===== config.mk =====
export PLATFORM = sky130hd
export DESIGN_NAME = bpf_bufmgr
export DESIGN_NICKNAME = d
export VERILOG_FILES = /design/src/rtl/bpf_bufmgr.sv
export SDC_FILE = /design/constraint.sdc
export NUM_CORES = 1
export LEC_CHECK = 0
export BUFFER_PORTS_ARGS = -buffer_cell sky130_fd_sc_hd__buf_4
export CORE_MARGIN = 2
export CORE_UTILIZATION = 30
export DETAILED_ROUTE_END_ITERATION = 8
export GPL_ROUTABILITY_DRIVEN = 0
export PLACE_DENSITY = 0.46
export SLEW_MARGIN = 15
export SYNTH_ARGS = -nofsm -noshare
export SYNTH_HDL_FRONTEND = slang
export SYNTH_SLANG_ARGS = --single-unit

===== constraint.sdc =====
create_clock -name clk -period 3.9 [get_ports clk]
set_clock_uncertainty 0.05 [all_clocks]
set_input_delay 0.195 -clock clk [delete_from_list [all_inputs] [get_ports clk]]
set_output_delay 0.195 -clock clk [all_outputs]
set_load 0.005 [all_outputs]

===== src/rtl/bpf_bufmgr.sv =====
// Packet-buffer ownership manager: NUM_BUFS buffers circulate in arrival order
// through snooper -> bpfcpu -> forwarder, each side following its own ring pointer.
module bpf_bufmgr #(
  parameter int NUM_BUFS  = 4,
  parameter int IDX_WIDTH = 2,
  parameter int LEN_WIDTH = 12
) (
  input  logic                 clk,
  input  logic                 rst,

  input  logic                 snooper_done,
  input  logic [LEN_WIDTH-1:0] snooper_len,
  output logic                 ready_for_snooper,
  output logic [IDX_WIDTH-1:0] snooper_sel,

  input  logic                 cpu_acc,
  input  logic                 cpu_rej,
  output logic                 ready_for_cpu,
  output logic [IDX_WIDTH-1:0] cpu_sel,
  output logic [LEN_WIDTH-1:0] cpu_len,

  input  logic                 forwarder_done,
  output logic                 ready_for_forwarder,
  output logic [IDX_WIDTH-1:0] fwd_sel,
  output logic [LEN_WIDTH-1:0] fwd_len,

  output logic [IDX_WIDTH:0]   occupancy,
  output logic                 proto_err
);

  typedef enum logic [2:0] {
    BUF_FREE,
    BUF_SNOOP,
    BUF_PENDING,
    BUF_CPU,
    BUF_ACCEPTED,
    BUF_REJECTED,
    BUF_FWD
  } buf_state_e;

  buf_state_e           state_q [NUM_BUFS];
  logic [LEN_WIDTH-1:0] len_q   [NUM_BUFS];
  logic [IDX_WIDTH-1:0] sp_q, cp_q, fp_q;
  logic [IDX_WIDTH:0]   occ_q;
  logic                 err_q;

  // Ring increment must wrap at NUM_BUFS-1, not at the index width.
  function automatic logic [IDX_WIDTH-1:0] wrap_inc(input logic [IDX_WIDTH-1:0] p);
    return (p == IDX_WIDTH'(NUM_BUFS - 1)) ? '0 : p + IDX_WIDTH'(1);
  endfunction

  logic snp_own, cpu_own, fwd_own;
  logic snp_grab, snp_fire;
  logic cpu_take, cpu_fire;
  logic fwd_take, fwd_fire, rej_retire, retire;
  logic violation;

  assign snp_own  = (state_q[sp_q] == BUF_SNOOP);
  assign cpu_own  = (state_q[cp_q] == BUF_CPU);
  assign fwd_own  = (state_q[fp_q] == BUF_FWD);

  assign snp_grab = (state_q[sp_q] == BUF_FREE);
  assign snp_fire = snp_own & snooper_done;

  assign cpu_take = (state_q[cp_q] == BUF_PENDING);
  assign cpu_fire = cpu_own & (cpu_acc | cpu_rej);

  // Rejected buffers retire straight from fp, so order behind an active FWD is kept.
  assign fwd_take   = (state_q[fp_q] == BUF_ACCEPTED);
  assign fwd_fire   = fwd_own & forwarder_done;
  assign rej_retire = (state_q[fp_q] == BUF_REJECTED);
  assign retire     = fwd_fire | rej_retire;

  assign violation = (snooper_done & ~snp_own)
                   | ((cpu_acc | cpu_rej) & ~cpu_own)
                   | (cpu_acc & cpu_rej)
                   | (forwarder_done & ~fwd_own);

  // The three pointers always address buffers in disjoint states, so the
  // per-side updates below never target the same entry in one cycle.
  // NOTE: sequential state uses non-blocking (<=) so every update in this block
  // sees the pre-edge values, regardless of statement order.
  always_ff @(posedge clk or negedge rst) begin
    if (!rst) begin
      // NOTE: the length array is reset on purpose; cpu_len/fwd_len must read 0
      // out of reset, so this storage cannot be left as an unreset RAM.
      for (int i = 0; i < NUM_BUFS; i++) begin
        state_q[i] <= BUF_FREE;
        len_q[i]   <= '0;
      end
      sp_q  <= '0;
      cp_q  <= '0;
      fp_q  <= '0;
      occ_q <= '0;
      err_q <= 1'b0;
    end else begin
      if (snp_grab) state_q[sp_q] <= BUF_SNOOP;
      if (snp_fire) begin
        state_q[sp_q] <= BUF_PENDING;
        len_q[sp_q]   <= snooper_len;
        sp_q          <= wrap_inc(sp_q);
      end

      if (cpu_take) state_q[cp_q] <= BUF_CPU;
      if (cpu_fire) begin
        state_q[cp_q] <= cpu_rej ? BUF_REJECTED : BUF_ACCEPTED;
        cp_q          <= wrap_inc(cp_q);
      end

      if (fwd_take) state_q[fp_q] <= BUF_FWD;
      if (retire) begin
        state_q[fp_q] <= BUF_FREE;
        fp_q          <= wrap_inc(fp_q);
      end

      // Only FREE->SNOOP allocates and only fp retires, so a delta count suffices.
      occ_q <= occ_q + (IDX_WIDTH+1)'(snp_grab) - (IDX_WIDTH+1)'(retire);

      if (violation) err_q <= 1'b1;
    end
  end

  assign ready_for_snooper   = snp_own;
  assign snooper_sel         = sp_q;
  assign ready_for_cpu       = cpu_own;
  assign cpu_sel             = cp_q;
  assign cpu_len             = len_q[cp_q];
  assign ready_for_forwarder = fwd_own;
  assign fwd_sel             = fp_q;
  assign fwd_len             = len_q[fp_q];
  assign occupancy           = occ_q;
  assign proto_err           = err_q;

endmodule


==> flow_metrics.py <==
metrics = {
    "sta": {
        "holdWs_ps": -30.32,
        "fin_tns_setup_ps": 0,
        "hold_violations": 53,
        "timing.final.ws_setup_ps": 1038,
        "max-slew-margin-rel_pct": 34.79,
        "setup_viol": 0,
        "period_share_pct": 73.39,
        "rsz0062_at_grt": "false",
        "clock.fmax_ghz": 0.3494,
        "maxSlewViolCount": 0,
        "worst_pin_slew_ps": 975.4,
        "period_minus_slack_ps": 2862,
    },
    "global_route": {
        "track_usage_pct": 14.82,
        "grt_pass1_wl_um": 16000,
        "antenna_found_initial": 0,
        "grt_use_met1_pct": 19.99,
        "grt_overflow_total": 0,
        "grt_max_degree": 71,
        "grt_util_met3_pct": 2.947,
        "grt_use_met2_pct": 23.32,
        "grt.busiest_layer": "met2",
        "grt_pass1_vias": 2898,
    },
    "power_and_ir_drop": {
        "power.leakage_nw": 2.168,
        "p_seq_share_pct": 27.9,
        "power.switching_mw": 1.754,
        "p_sw_share_pct": 36.88,
        "clkPwrFrac_pct": 17.7,
        "power_mw": 4.754,
        "p_per_area_mw_per_mm2": 971.1,
        "p_int_mw": 3.001,
        "p_comb_share_pct": 54.4,
        "max-vdd-ir-drop_uv": 281.5,
    },
    "worst_setup_path": {
        "ff2ff_path_depth": 10,
        "cp_num_buf_inv": 2,
        "cpLargestDelayFamily": "adder cells",
        "cp-end-kind": "flop",
        "worstPathArrival_ps": 3030,
        "crit_fanout": 7,
        "crit_start": "snooper_sel[1]$_DFFE_PN0N_",
        "slowest_delay_ps": 450,
        "slowest_stage": "dfrtp_1",
        "worstReg2RegEnd": "occupancy[2]$_DFF_PN0_",
        "crit_chain": "mux2_2 -> mux2i_1 -> and2_1 -> inv_1 -> ha_1 -> inv_1 -> ha_1 -> fa_1 -> xor2_1 -> xnor2_1",
        "crit_path_start_kind": "flop",
        "critical_path_class": "flop to flop",
        "timing.rr.start": "snooper_sel[1]$_DFFE_PN0N_",
        "worst-r2r-setup-slack_ps": 1040,
        "cp.required_ps": 4070,
    },
    "place": {
        "pre_cts_slack_ps": 1039,
        "place_hpwl_um": 6932,
        "numPortBuffers": 54,
        "dp_cells": 525,
    },
    "synth": {
        "ys_async_sr_fraction_pct": 100.0,
        "synth_enable_flop_cells": 0,
        "synthFlopType": "dfrtp_1",
        "yosysSeqAreaShare_pct": 43.78,
        "ys_types": 38,
        "syn_avg_cell_area_um2": 13.16,
        "syn-num-nets": 337,
        "ys_seq_elements": 70,
        "syn_inst": 304,
        "yosys-top-cells-area": "dfrtp_1 (44%), mux4_2 (17%), mux2_2 (15%)",
        "ys_warn_count": 0,
        "synth_largest_area_cell": "dfrtp_1",
        "yosysTopAreaCellShare_pct": 43.78,
        "netlist_area_mm2": 0.004001,
    },
    "clocking": {
        "worstSkewPairLatency_ps": 330,
        "numCtsBuffers": 9,
        "cts_max_path_buffers": 2,
        "clk_pin_slew_ps": 60,
        "cts_tree": "done",
        "cts_resized": 0,
        "holdBufCountCts": 0,
        "h-tree-depth": 3,
        "cts_sinks": 70,
        "cts_root_buffer": "clkbuf_16",
        "cts_setup_buffers": 0,
    },
    "floorplanning": {
        "dieArea_mm2": 0.01428,
        "fp-row-count": 42,
        "start_util_pct": 30.46,
        "die_h_um": 119.5,
        "io_pins": 55,
        "core_mm2": 0.01314,
        "die_w_um": 119.5,
    },
    "detailed_routing": {
        "wire_per_inst_um": 18.81,
        "drtIter0Drc": 148,
        "postRouteAntennaNets": 0,
        "drtPass1Iterations": 5,
        "dr_total_vias": 2818,
        "avgViaCountPerCell": 5.219,
        "wirelength_um": 10160,
        "post-route-drc-count": 0,
    },
    "layout": {
        "area_growth_syn_to_layout_pct": 22.36,
        "finalNonFillerCells": 540,
        "final_cell_mix": "dfrtp_1 (70), buf_4 (58), mux2_2 (53)",
        "nets": 393,
        "final_common_cell": "dfrtp_1",
        "drive_above_1_share_pct": 45.05,
        "num_antenna_cells": 0,
        "post-route-util_pct": 37.27,
    },
    "run": {
        "cap_violations": 0,
    },
    "min_path": {
        "hold_class": "primary input to asynchronous set/reset pin",
    },
    "outcome": {
        "violations": "hold timing",
        "status": "complete, but fails checks",
    },
}
[cell type report]
class | instances | area, µm²
Fill cell | 1312 | 8242
Multi-Input combinational cell | 208 | 2131
Sequential cell | 70 | 1752
Timing Repair Buffer | 58 | 435.4
Clock buffer | 12 | 266.5
Tap cell | 176 | 220.2
Inverter | 13 | 48.80
Clock inverter | 3 | 42.54
[stage by stage]
| step | instance area [µm²] | hold slack, ps |
|---|---|---|
| after floorplan | 4001 | -150.6 |
| after global placement | 4587 | 362.1 |
| final | 4896 | -30.32 |
| after global routing | 4896 | 49.46 |
| after CTS | 4896 | 6.978 |
| after detailed placement | 4587 | 350.5 |
[sequential cells by signal, summed over array words and instances, names as in the netlist]
name and count:
len_q 48, state_q 12, occupancy 3, cpu_sel 2, fwd_sel 2, snooper_sel 2, proto_err 1
[per-layer routing]
| metal | up-vias | wire length [µm] |
|---|---|---|
| met5 | - | 0 |
| met4 | 0 | 229 |
| met2 | 93 | 4900 |
| met1 | 1441 | 4524 |
| li1 | 1272 | - |
| met3 | 12 | 502 |
[cell usage after synthesis, types with 2 or more instances]
| cell | instances |
|---|---|
| a21oi_1 | 5 |
| a222oi_1 | 4 |
| a31oi_1 | 7 |
| and2_1 | 8 |
| buf_1 | 2 |
| buf_2 | 5 |
| buf_4 | 2 |
| clkbuf_1 | 3 |
| dfrtp_1 | 70 |
| ha_1 | 14 |
| inv_1 | 12 |
| mux2_2 | 53 |
| mux2_4 | 2 |
| mux4_2 | 30 |
| nand2_1 | 10 |
| nand3_1 | 20 |
| nand4_1 | 8 |
| nor2_1 | 16 |
| nor2b_1 | 6 |
| o22ai_1 | 8 |
| or2_2 | 2 |
[cells by family after synthesis]
| kind of cell | count (synthesis) | share of synthesized area, % |
|---|---|---|
| compound gates | 31 | 5.598 |
| mux | 86 | 32.80 |
| fa+ha+maj | 15 | 4.878 |
| xor+xnor | 2 | 0.4379 |
| flops | 70 | 43.78 |
| simple gates | 74 | 9.538 |
| buf+inv | 26 | 2.970 |
[power groups by stage]
stage / Clock [mW] / Combinational [mW] / Sequential (mW)
after detailed placement: 0 / 2.61 / 1.34
after floorplan: 0 / 1.76 / 1.26
final: 0.840 / 2.59 / 1.33
after global placement: 0 / 2.61 / 1.32
after global routing: 0.895 / 2.82 / 1.38
after CTS: 0.861 / 2.62 / 1.33
[worst max-delay path by stage]
stage	endpoint	slack [ps]	cells past startpoint
global route	occupancy[2]$_DFF_PN0_	900	10
finish	occupancy[2]$_DFF_PN0_	1040	10
floorplan	occupancy[2]$_DFF_PN0_	1010	11
global placement	occupancy[2]$_DFF_PN0_	1070	10
CTS	occupancy[2]$_DFF_PN0_	1040	10
detailed placement	occupancy[2]$_DFF_PN0_	1040	10
Note: power is estimated with default switching activity, not from simulation.
